File: config.mk
export PLATFORM = sky130hd
export DESIGN_NAME = branch_spec_ctrl
export DESIGN_NICKNAME = d
export VERILOG_FILES = /design/src/rtl/branch_spec_ctrl.sv
export SDC_FILE = /design/constraint.sdc
export NUM_CORES = 1
export LEC_CHECK = 0
export ABC_AREA = 1
export CORE_MARGIN = 4
export CORE_UTILIZATION = 45
export CTS_CLUSTER_SIZE = 8
export DETAILED_ROUTE_END_ITERATION = 8
export GPL_ROUTABILITY_DRIVEN = 0
export PLACE_DENSITY = 0.71
export SETUP_SLACK_MARGIN = 0.05
export SLEW_MARGIN = 20
export SYNTH_ARGS = -nofsm -noshare
export SYNTH_HDL_FRONTEND = slang
export SYNTH_SLANG_ARGS = --single-unit
File: constraint.sdc
create_clock -name clk_i -period 6.4 [get_ports clk_i]
set_input_delay 0.64 -clock clk_i [delete_from_list [all_inputs] [get_ports clk_i]]
set_output_delay 0.64 -clock clk_i [all_outputs]
set_load 0.01 [all_outputs]
File: src/rtl/branch_spec_ctrl.sv
// Branch speculation controller: in-flight branch limiter, mispredict redirect/flush
// sequencer and predictor-update FIFO. Optional perf counters: BRANCH_SPEC_CTRL_PERF_EN.
module branch_spec_ctrl #(
  parameter int MAX_SPEC     = 4,
  parameter int UPD_DEPTH    = 4,
  parameter int FLUSH_CYCLES = 2
) (
  input  logic        clk_i,
  input  logic        rst_ni,
  input  logic        flush_i,
  input  logic        debug_mode_i,
  input  logic        issue_valid_i,
  output logic        issue_ready_o,
  input  logic        resolve_valid_i,
  input  logic        resolve_mispredict_i,
  input  logic        resolve_taken_i,
  input  logic [63:0] resolve_pc_i,
  input  logic [63:0] resolve_target_i,
  output logic        redirect_valid_o,
  output logic [63:0] redirect_pc_o,
  output logic        flush_o,
  output logic        upd_valid_o,
  input  logic        upd_ready_i,
  output logic [63:0] upd_pc_o,
  output logic [63:0] upd_target_o,
  output logic        upd_taken_o,
  output logic [3:0]  outstanding_o
`ifdef BRANCH_SPEC_CTRL_PERF_EN
  ,
  output logic [31:0] perf_mispredict_o,
  output logic [31:0] perf_upd_drop_o
`endif
);

  localparam int AW  = $clog2(UPD_DEPTH);
  localparam int FCW = $clog2(FLUSH_CYCLES + 1);
  localparam logic [AW:0] PTR_ONE = 1;

  // state    | meaning
  // IDLE     | normal operation, issue allowed while below MAX_SPEC
  // REDIRECT | one-cycle redirect pulse to the frontend
  // FLUSH    | squash window of FLUSH_CYCLES cycles
  typedef enum logic [1:0] {IDLE, REDIRECT, FLUSH} state_e;

  state_e           state_q, state_d;
  logic [3:0]       out_q, out_d;
  logic [FCW-1:0]   fcnt_q, fcnt_d;
  logic [63:0]      rpc_q, rpc_d;
  logic             issue_acc;

  assign issue_ready_o    = (state_q == IDLE) && (out_q < 4'(MAX_SPEC));
  assign issue_acc        = issue_valid_i && issue_ready_o;
  assign redirect_valid_o = (state_q == REDIRECT);
  assign redirect_pc_o    = rpc_q;
  assign flush_o          = (state_q != IDLE);
  assign outstanding_o    = out_q;

  always_comb begin
    state_d = state_q;
    out_d   = out_q;
    fcnt_d  = fcnt_q;
    rpc_d   = rpc_q;
    case (state_q)
      IDLE: begin
        if (resolve_valid_i && resolve_mispredict_i) begin
          out_d   = '0;
          rpc_d   = resolve_target_i;
          state_d = REDIRECT;
        end else if (issue_acc && !resolve_valid_i) begin
          out_d = out_q + 4'd1;
        end else if (!issue_acc && resolve_valid_i && (out_q != '0)) begin
          out_d = out_q - 4'd1;
        end
      end
      REDIRECT: begin
        state_d = FLUSH;
        fcnt_d  = FCW'(FLUSH_CYCLES);
      end
      FLUSH: begin
        fcnt_d = fcnt_q - FCW'(1);
        if (fcnt_q <= FCW'(1)) state_d = IDLE;
      end
      default: state_d = IDLE;
    endcase
    // External flush overrides everything, including a redirect still pending.
    if (flush_i) begin
      state_d = IDLE;
      out_d   = '0;
      fcnt_d  = '0;
    end
  end

  always_ff @(posedge clk_i or negedge rst_ni) begin
    if (!rst_ni) begin
      state_q <= IDLE;
      out_q   <= '0;
      fcnt_q  <= '0;
      rpc_q   <= '0;
    end else begin
      state_q <= state_d;
      out_q   <= out_d;
      fcnt_q  <= fcnt_d;
      rpc_q   <= rpc_d;
    end
  end

  logic [63:0] mem_pc  [UPD_DEPTH];
  logic [63:0] mem_tgt [UPD_DEPTH];
  logic        mem_tk  [UPD_DEPTH];
  logic [AW:0] wr_q, rd_q;
  logic        empty, full, push_req, push, pop;

  assign empty    = (wr_q == rd_q);
  assign full     = (wr_q[AW] != rd_q[AW]) && (wr_q[AW-1:0] == rd_q[AW-1:0]);
  assign push_req = resolve_valid_i && !debug_mode_i && (state_q == IDLE);
  assign pop      = !empty && upd_ready_i;
  // A full FIFO can still take a push when the head leaves in the same cycle.
  assign push     = push_req && (!full || pop);

  assign upd_valid_o  = !empty;
  assign upd_pc_o     = mem_pc[rd_q[AW-1:0]];
  assign upd_target_o = mem_tgt[rd_q[AW-1:0]];
  assign upd_taken_o  = mem_tk[rd_q[AW-1:0]];

  always_ff @(posedge clk_i or negedge rst_ni) begin
    if (!rst_ni) begin
      wr_q <= '0;
      rd_q <= '0;
    end else begin
      if (push) wr_q <= wr_q + PTR_ONE;
      if (pop)  rd_q <= rd_q + PTR_ONE;
    end
  end

  always_ff @(posedge clk_i) begin
    if (push) begin
      mem_pc[wr_q[AW-1:0]]  <= resolve_pc_i;
      mem_tgt[wr_q[AW-1:0]] <= resolve_target_i;
      mem_tk[wr_q[AW-1:0]]  <= resolve_taken_i;
    end
  end

`ifdef BRANCH_SPEC_CTRL_PERF_EN
  logic [31:0] perf_mis_q, perf_drop_q;

  always_ff @(posedge clk_i or negedge rst_ni) begin
    if (!rst_ni) begin
      perf_mis_q  <= '0;
      perf_drop_q <= '0;
    end else begin
      if ((state_q == REDIRECT) && (perf_mis_q != '1)) perf_mis_q <= perf_mis_q + 32'd1;
      if (push_req && full && !pop && (perf_drop_q != '1)) perf_drop_q <= perf_drop_q + 32'd1;
    end
  end

  assign perf_mispredict_o = perf_mis_q;
  assign perf_upd_drop_o   = perf_drop_q;
`endif

`ifndef SYNTHESIS
  a_resolve_underflow: assert property (@(posedge clk_i) disable iff (!rst_ni)
    !((state_q == IDLE) && resolve_valid_i && !resolve_mispredict_i && !flush_i &&
      !issue_acc && (out_q == '0)))
    else $error("branch resolved with no branch outstanding");
`endif

endmodule

Word level (Yosys, flattened, before mapping). Memory sizes are Yosys's and may differ from the RTL's. Cells that the tools add are included.

Memory bits (read-only): 0. Latch bits: 0. Input port bits: 137. Bits in writable memories: 516. Memories kept: 3. Output and inout port bits: 201. Register bits: 78.

Memory list: mem_pc (depth 4, width 64, rd ports 1, clocked after Yosys merged registers in 0, write ports 1, line 107) `logic [63:0] mem_pc [UPD_DEPTH];`; mem_tgt (depth 4, width 64, rd ports 1, clocked after Yosys merged registers in 0, write ports 1, line 108) `logic [63:0] mem_tgt [UPD_DEPTH];`; mem_tk (depth 4, width 1, rd ports 1, clocked after Yosys merged registers in 0, write ports 1, line 109) `logic mem_tk [UPD_DEPTH];`.

Multiplexer cells: 13. Multipliers: 0. Add/subtract/negate cells: 5. Equal/unequal tests: 7. Divide/modulo/power cells: 0. Bitwise gates (word level): 0. Reduce and logical (&&, ||, !) cells: 26. Shift operators: 0. Magnitude comparators: 2.

Operator list (number): $mux W4 (5); $logic_and A1 B1 Y1 (11); $mux W2 (4); $reduce_bool A4 Y1 (2); $add A3 B1 Y3 const B (2); $pmux W2 S3 (1); $reduce_and A2 Y1 (3); $logic_not A1 Y1 (5); $add A4 B1 Y4 const B (1); $lt A4 B3 Y1 const B (1); $pmux W2 S2 (1); $reduce_bool A2 Y1 (2); $sub A4 B1 Y4 const B (1); $eq A3 B3 Y1 (1); $ne A3 B2 Y1 const B (1); $ne A3 B3 Y1 const B (1); $reduce_bool A3 Y1 (1); $eq A2 B1 Y1 const B (1); $eq A2 B2 Y1 (1); $eq A2 B2 Y1 const B (1); $le A2 B1 Y1 const B (1); $logic_not A2 Y1 (1); $mux W1 (2); $sub A2 B1 Y2 const B (1); 2 further kinds (2).

Longest topological paths before layout. Gate-level depths: netlist of the first run.

Depth after elaboration: 11. Gate-level depth with buffers: 9. Mapped depth without buffers: 9.

Worst setup path before layout of the first run. Ideal clock, no wire load.

Path kind: input to register. From: in resolve_valid_i. To: mem mem_pc[0][0], enable pin. Path slack: -0.679 ns. Stages: 4. Required time: 5.781 ns. Path buffers: 0. Library setup time: 0.619 ns. Arrival: 6.461 ns. Path through: inv_1 -> nor3_2 -> nand2_4 -> nor2_1.

Longest elaborated chain between the ends: 5.

Ends and longest elaborated chain: start, declared (line 14) `input logic resolve_valid_i,`; $logic_and A1 B1 Y1 (2 in a row) (line 115) `assign push_req = resolve_valid_i && !debug_mode_i && (state_q == IDLE);`; $logic_and A1 B1 Y1 (line 118) `assign push = push_req && (!full || pop);`; $mux W1 (line 136) `if (push) begin`; $mux W1 (not written as such) (line 137) `mem_pc[wr_q[AW-1:0]] <= resolve_pc_i;`; end, declared (line 107).

Every way passes these cells.

Final worst setup path of the first run.
From: reg rd_q[0]. To: out upd_target_o[6].

Longest elaborated chain between the ends: 1.

Ends and longest elaborated chain: start, declared (line 110) `logic [AW:0] wr_q, rd_q;`; start signal, assigned (line 131) `if (pop) rd_q <= rd_q + PTR_ONE;`; $mem_v2 Z4 W64; end, declared (line 25) `output logic [63:0] upd_target_o,`.

Every way passes these cells.

==> summary.txt, run 1 <==
Routed WL: 51.6 mm
placed inst area: 26300 um^2
fraction of layout cells with a size suffix above 1: 10.2%
Worst-path clk slew: 0.05 ns
initial antenna violation count: 0
VDD IR max: 0.305 mV
Area Growth Syn to Fin: 28.9%
Die ar.: 53300 um^2
Starting Density: 45.5%
post-synth net total: 1653
Detailed Route Iter0 Violations: 995
post-cts sizing count: 0
WS Path Type: flip-flop to primary output
Setup Viol. Count Final: 0
post-route cell area: 28800 um^2
nets: 2007
FFs w/ async S/R, synth: 13.1%
critical path fanouts, max: 140
total track usage: 19.1%
clock latency at the later pin of the worst-skew pair: 0.59 ns
HP Class: flip-flop to flip-flop
critical path launch point type: flip-flop
DP HPWL: 30.0 mm
TritonCTS Buffers: 84
Synth area leaders: edfxtp_1 69%, dfrtp_1 8.7%, o21ai_0 5.9%
Sink Count: 594
layout filler cell count: 3767
mapped cell area: 22300 um^2
crit path DAT: 3.82 ns
1st-pass router iterations: 4
I/O pins: 338
largest stage delay on the critical path: 0.77 ns
Final Hold Violating Endpoints: 0
met1 usage: 24.9%
Overflow after GRT: 0
met2 Usage GRT: 31.3%
Synth cell types: 33
crit share post-route: 69.8%
CTS Buffer Depth: 3
die span in x: 231 um
Detail Route Antenna Nets: 0
synthesized flop and latch total: 594
synthesized netlist cell count: 1507
minimum clock period: 4.46 ns
Post-synth top cells: 516 x edfxtp_1, 268 x nor2_1, 263 x o21ai_0, 129 x o22ai_1, 78 x dfrtp_1
Layout Skew: 0.00925 ns
Max transition margin: 28.3%
RSZ-0062 raised after global routing: no
Max Slew Vio Count: 0
area leader, netlist: edfxtp_1
Worst EP required: 5.76 ns
CTS tree: built
post-CTS setup buffers: 0
EDFF count, synth: 516
vias in the first global route: 14.0k
Via density: 5.32
max-cap violations: 0
register area share after synthesis: 78.1%
most frequent cell after synthesis: edfxtp_1
run status: completed
Pleak: 9.81 nW
Slew @ Worst Pin: 1.08 ns
PortBufs: 337
Critical Path Slowest Stage Cell: dfrtp_4
CORE AREA: 49100 um^2
largest net degree at the start of global routing: 141
Top FF cell, synth: edfxtp_1
PD cells: 454 nW/um^2
Fmax: 224 MHz
GR peak layer: met2
first-pass GRT wire length: 79.2 mm
CTS root buf: clkbuf_16
Crit. End Element: primary output
Syn. warnings: 0
site row count: 81
Avg Inst Size Synth: 14.8 um^2
DRC errors left: 0
H-tree lvl count: 3
critical path cell sequence: inv_6, buf_12, o21ai_0, o22ai_1, clkdlybuf4s50_1
met3 Use GR: 5.10%
setup tns final: 0 ns
Die Y: 231 um
Synth top area share: 69.4%
routed vias: 13.7k
DR WL/cell: 20.0 um
## flip-flops by register name (all words and copies together), names as in the netlist
register and flops:
wr_q 3, mem_tk 4, mem_tgt 256, redirect_pc_o 64, rd_q 3, fcnt_q 2
outstanding_o 4, state_q 2, mem_pc 256
## final cells by class
type / instances / area [um^2] / share of cell area (%)
Sequential cell: 594 / 17500 / 60.6
Multi-Input combinational cell: 797 / 4360 / 15.1
Timing Repair Buffer: 359 / 3600 / 12.5
Clock buffer: 141 / 2420 / 8.41
Tap cell: 664 / 831 / 2.88
Inverter: 25 / 101 / 0.352
Clock inverter: 2 / 33.8 / 0.117
Antenna cell: 2 / 5.00 / 0.0174
## routing by layer
| layer | vias up | part of all wire (%) |
|---|---|---|
| met5 | - | 0 |
| met4 | 0 | 2.2 |
| met3 | 80 | 7.5 |
| met2 | 430 | 49 |
| met1 | 6889 | 41 |
| li1 | 6336 | - |
## worst max-delay path, delay by kind of cell, from the launching register on
family / cells / cell delay [ns]
flip-flops: 1 / 0.77
AO/OA/AOI/OAI: 2 / 0.46
buffers and inverters: 3 / 1.75
## final timing paths
check                      cells past startpoint       from           endpoint  slack, ns
setup / recovery                               5    rd_q[0]    upd_target_o[6]       1.94
hold / removal                                 1  fcnt_q[0]          fcnt_q[0]       0.48
setup reg to reg                               8    rd_q[1]     mem_tgt[0][20]       2.54
hold reg to reg                                1  fcnt_q[0]          fcnt_q[0]       0.48
max in group asynchronous                      3     rst_ni            rd_q[0]       4.71
min in group asynchronous                      2     rst_ni  redirect_pc_o[28]       0.50
## kinds of logic after synthesis
kind of cell               Yosys count  synth area share [%]
DFF                                594                  78.1
AOI/OAI and AO/OA                  395                  9.63
and+or+nand+nor                    323                  5.68
buffers and inverters              116                  2.55
muxes                               65                  3.27
adders and majority gates            9                 0.538
xor gates and xnor gates             5                 0.230
## repair_timing
item	in CTS	in global routing
hold buffers	1	0
endpoints found under the setup margin	0	0
endpoints found under the hold margin	22	0
## cells in the final DEF (no fill, tap or decap), types with 34 or more instances in the layout
master / n
clkbuf_1: 52
clkbuf_16: 89
clkdlybuf4s50_1: 336
dfrtp_1: 76
edfxtp_1: 516
mux2_2: 64
nand2_1: 34
nor2_1: 264
o21ai_0: 263
o22ai_1: 129
## per-stage QoR
| step | cells | hold slack [ns] | setup WS [ns] | util, % | power (mW) |
|---|---|---|---|---|---|
| 2_1_floorplan | 1507 | 0.344 | -0.679 | - | 7.02 |
| 3_3_place_gp | 2438 | 0.473 | 2.50 | 53.7 | 9.04 |
| 3_5_place_dp | 2438 | 0.477 | 2.52 | 53.7 | 9.12 |
| 4_1_cts | 2582 | 0.476 | 1.94 | 58.7 | 13.2 |
| 5_1_grt | 2582 | 0.507 | 1.73 | 58.7 | 13.7 |
| 6_report | 2584 | 0.479 | 1.94 | 58.7 | 13.1 |
## where the power goes
part	switching [mW]	total [mW]	internal (mW)	leakage, nW
clock	1.49	4.06	2.58	1.17
combinational	2.28	4.11	1.84	3.03
sequential	0.258	4.90	4.64	5.61
total	4.02	13.1	9.05	9.81
No activity file was read; power rests on OpenSTA's default activity.
==> inputs of run 2 (changes only) <==
--- a/config.mk
+++ b/config.mk
@@ -11,7 +11,7 @@
 export CTS_CLUSTER_SIZE = 8
 export DETAILED_ROUTE_END_ITERATION = 8
 export GPL_ROUTABILITY_DRIVEN = 0
-export PLACE_DENSITY = 0.71
+export PLACE_DENSITY = 0.68
 export SETUP_SLACK_MARGIN = 0.05
 export SLEW_MARGIN = 20
 export SYNTH_ARGS = -nofsm -noshare
==> constraint.sdc (replaced) <==
create_clock -name clk_i -period 4.4 [get_ports clk_i]
set_input_delay 0.44 -clock clk_i [delete_from_list [all_inputs] [get_ports clk_i]]
set_output_delay 0.44 -clock clk_i [all_outputs]
set_load 0.01 [all_outputs]
==> summary.txt, run 2 (synthesis results as in run 1) <==
VDD IR max: 0.326 mV
Final Hold Violating Endpoints: 0
site row count: 81
fraction of layout cells with a size suffix above 1: 10.4%
max-cap violations: 0
TritonCTS Buffers: 84
clock latency at the later pin of the worst-skew pair: 0.59 ns
Max transition margin: 35.0%
run status: completed
die span in x: 231 um
most common cell after layout, fill and taps aside: edfxtp_1
critical path fanouts, max: 88
Layout Skew: 0.0111 ns
CORE AREA: 49100 um^2
largest net degree at the start of global routing: 102
Internal Power: 13.1 mW
post-route cell area: 28800 um^2
Starting Density: 45.5%
H-tree lvl count: 3
Pleak: 9.83 nW
Detailed Route Iter0 Violations: 710
Final Worst Setup Slack: 0.559 ns
CTS tree: built
CTS root buf: clkbuf_16
sw power: 5.91 mW
PortBufs: 337
Slew @ Worst Pin: 0.976 ns
Overflow after GRT: 0
1st-pass router iterations: 5
Detail Route Antenna Nets: 0
critical path launch point type: flip-flop
total track usage: 19.6%
switching share of power: 31.0%
vias in the first global route: 14.2k
CTS Buffer Depth: 3
Via density: 5.32
I/O pins: 338
Worst-path clk slew: 0.05 ns
Setup Viol. Count Final: 0
RSZ-0062 raised after global routing: no
post-cts sizing count: 0
Routed WL: 53.0 mm
highest-count cells in the layout ignoring fill and taps: 516 x edfxtp_1, 336 x clkdlybuf4s50_1, 264 x nor2_1
pre-CTS WS: 1.22 ns
DP HPWL: 30.8 mm
Worst EP required: 3.96 ns
Max Slew Vio Count: 0
Die Y: 231 um
layout filler cell count: 3757
Flop pwr share: 37.2%
crit share post-route: 87.3%
WS Path Type: flip-flop to primary output
HP Class: primary input to asynchronous set/reset pin
Sink Count: 594
first-pass GRT wire length: 81.6 mm
nets: 2013
Die ar.: 53300 um^2
Area Growth Syn to Fin: 29.1%
Clk pwr share: 30.5%
Crit. End Element: primary output
DR WL/cell: 20.6 um
DRC errors left: 0
PD cells: 660 nW/um^2
Fmax: 260 MHz
initial antenna violation count: 3
Comb power frac: 32.3%
routed vias: 13.7k
crit path DAT: 3.40 ns
placed inst area: 26400 um^2
minimum clock period: 3.84 ns
==> run 2: cell count changes in the layout (fill, tap and decap cells not counted), sizes merged <==
cell    change
buf         +6
inv         +1
diode       -1
clkbuf      -9
clkinv      -1
==> run 2: metal layers <==
metal	vias to the layer above	global-route usage (%)	part of all wire, %
met5	-	0	0.040
met4	4	6.13	2.0
met3	75	5.47	7.2
met2	406	32.8	49
met1	6907	25.1	42
li1	6338	-	-
==> run 2: worst paths after layout <==
kind                            cells after the start  slack, ns             from                 to
worst min register to register                      1       0.48        fcnt_q[0]          fcnt_q[0]
min in group clk_i                                  1       0.48  resolve_pc_i[8]       mem_pc[0][8]
max in group asynchronous                           3       3.03           rst_ni   outstanding_o[3]
worst max-delay path                                5       0.56          rd_q[0]       upd_pc_o[13]
worst max register to register                      7       1.31          rd_q[0]     mem_tgt[1][23]
worst min-delay path                                2       0.47           rst_ni  redirect_pc_o[27]
==> run 2: final cells by class <==
class / instances / area [um^2] / area share (%)
antenna: 1 / 2.50 / 0.00868
clock buffer: 132 / 2350 / 8.13
clock inverter: 2 / 38.8 / 0.134
inverter: 25 / 101 / 0.351
multi-input combinational: 797 / 4360 / 15.1
sequential: 594 / 17500 / 60.5
tap: 664 / 831 / 2.88
timing repair buffer: 365 / 3710 / 12.9
==> run 2: through the flow <==
step | hold WS [ns] | TNS, ns | cells | util, % | power, mW
after floorplan | 0.144 | -234.09 | 1507 | - | 10.2
after detailed placement | 0.487 | 0 | 2444 | 53.9 | 13.4
after global placement | 0.474 | 0 | 2444 | 53.9 | 13.3
after CTS | 0.431 | 0 | 2579 | 58.8 | 19.3
after global routing | 0.464 | 0 | 2580 | 58.8 | 20.0
final | 0.470 | 0 | 2580 | 58.8 | 19.0
==> run 2: worst max-delay path, cell delays in order (launching register included) <==
cell             delay (ns)
dfrtp_4                0.72
inv_6                  0.65
buf_4                  0.44
o21ai_0                0.16
o22ai_1                0.17
clkdlybuf4s50_1        0.56
==> run 2: power groups by stage <==
stage	registers, mW	clock network (mW)	logic [mW]
final	7.09	5.81	6.14
after global routing	7.15	6.21	6.68
after CTS	7.10	5.96	6.25
after detailed placement	7.20	0	6.21
after global placement	7.17	0	6.12
after floorplan	7.10	0	3.07
==> run 2: repair_timing <==
item / CTS / global route
setup buffers: 0 / 0
endpoints found under the hold margin: 52 / 0
hold buffers: 1 / 0
==> inputs of run 3 (changes only) <==
--- a/config.mk
+++ b/config.mk
@@ -12,6 +12,7 @@
 export DETAILED_ROUTE_END_ITERATION = 8
 export GPL_ROUTABILITY_DRIVEN = 0
 export PLACE_DENSITY = 0.68
+export REMOVE_ABC_BUFFERS = 1
 export SETUP_SLACK_MARGIN = 0.05
 export SLEW_MARGIN = 20
 export SYNTH_ARGS = -nofsm -noshare
==> summary.txt, run 3 (synthesis results as in run 1) <==
run status: completed
layout filler cell count: 3793
WS Path Type: flip-flop to primary output
max-cap violations: 0
Max transition margin: 30.8%
total track usage: 19.3%
post-route cell area: 28900 um^2
clock latency at the later pin of the worst-skew pair: 0.60 ns
CTS root buf: clkbuf_16
Setup Viol. Count Final: 0
Hold WS: 0.445 ns
placed inst area: 26400 um^2
Die Y: 231 um
DR WL/cell: 20.3 um
critical path launch point type: flip-flop
Final Hold Violating Endpoints: 0
Layout Skew: 0.0149 ns
Overflow after GRT: 0
largest net degree at the start of global routing: 186
nets: 2009
site row count: 81
minimum clock period: 3.48 ns
Multi-input gate area: 4360 um^2
critical path fanouts, max: 64
post-CTS setup buffers: 0
CTS tree: built
DP HPWL: 30.2 mm
DRC errors left: 0
Worst-path clk slew: 0.05 ns
1st-pass router iterations: 6
Detail Route Antenna Nets: 0
VDD IR max: 0.324 mV
Fmax: 287 MHz
Sink Count: 594
HP Class: primary input to asynchronous set/reset pin
crit share post-route: 79.1%
PortBufs: 337
CORE AREA: 49100 um^2
crit path DAT: 3.04 ns
Crit. End Element: primary output
# diodes: 0
vias in the first global route: 13.9k
Area Growth Syn to Fin: 29.1%
Worst EP required: 3.96 ns
area occupied by registers: 17500 um^2
fraction of layout cells with a size suffix above 1: 10.3%
post-cts sizing count: 0
PD cells: 662 nW/um^2
most common cell after layout, fill and taps aside: edfxtp_1
Detailed Route Iter0 Violations: 788
Slew @ Worst Pin: 1.04 ns
Pleak: 9.83 nW
setup tns final: 0 ns
Starting Density: 45.5%
first-pass GRT wire length: 80.0 mm
Routed WL: 52.6 mm
initial antenna violation count: 1
cts hold-fix bufs: 1
I/O pins: 338
RSZ-0062 raised after global routing: no
routed vias: 13.7k
Worst R2R Path Depth: 8
highest-count cells in the layout ignoring fill and taps: 516 x edfxtp_1, 336 x clkdlybuf4s50_1, 264 x nor2_1
TritonCTS Buffers: 84
Die ar.: 53300 um^2
CTS Buffer Depth: 3
H-tree lvl count: 3
Via density: 5.31
die span in x: 231 um
Max Slew Vio Count: 0
## run 3: cell types whose count changed in the layout (fill, tap and decap cells not counted)
cell	before	now
bufinv_16	1	0
buf_4	18	15
clkinv_4	0	1
diode_2	1	0
inv_6	2	1
clkbuf_16	87	89
clkbuf_1	45	54
buf_12	10	9
## run 3: report_power, final
part	internal [mW]	leakage, nW	total (mW)	switching, mW
Combinational	2.72	3.05	6.24	3.52
Sequential	6.75	5.61	6.98	0.225
Clock	3.70	1.16	5.90	2.20
## run 3: path summary, 6_finish.rpt
check | from | to | slack (ns)
max | rd_q[1] | upd_pc_o[31] | 0.92
min | rst_ni | redirect_pc_o[13] | 0.44
max reg2reg | rd_q[1] | mem_pc[0][39] | 1.60
min reg2reg | fcnt_q[0] | fcnt_q[0] | 0.49
max in group asynchronous | rst_ni | redirect_pc_o[56] | 3.02
min in group clk_i | resolve_pc_i[59] | mem_pc[3][59] | 0.49
## run 3: layout make-up
type / count / share of cell area [%]
clock buffers: 143 / 8.42
clock inverters: 1 / 0.0304
inverters: 25 / 0.351
multi-input cells: 797 / 15.1
flip-flops and latches: 594 / 60.5
well taps: 664 / 2.88
repair buffers: 361 / 12.7
## run 3: critical path, cell delays in order (launching register included)
cell and delay, ns:
dfrtp_4 0.63, buf_4 0.65, o21ai_0 0.25, o22ai_1 0.26, clkdlybuf4s50_1 0.58
## run 3: stage by stage
stage / instances / worst slack, ns / power [mW] / util, %
3_5_place_dp: 2440 / 1.42 / 13.4 / 53.8
2_1_floorplan: 1416 / -5.84 / 10.0 / -
5_1_grt: 2585 / 0.693 / 20.1 / 58.8
6_report: 2585 / 0.917 / 19.1 / 58.8
4_1_cts: 2585 / 0.860 / 19.3 / 58.8
3_3_place_gp: 2440 / 1.46 / 13.3 / 53.8
## run 3: layer usage
| layer | wire (um) | global-route usage [%] | vias up | part of all wire, % |
|---|---|---|---|---|
| met4 | 700 | 4.85 | 2 | 1.3 |
| met3 | 4260 | 6.05 | 64 | 8.1 |
| met2 | 25700 | 31.8 | 443 | 49 |
| met5 | 12 | 0 | - | 0.023 |
| li1 | - | - | 6345 | - |
| met1 | 21900 | 25.3 | 6862 | 42 |
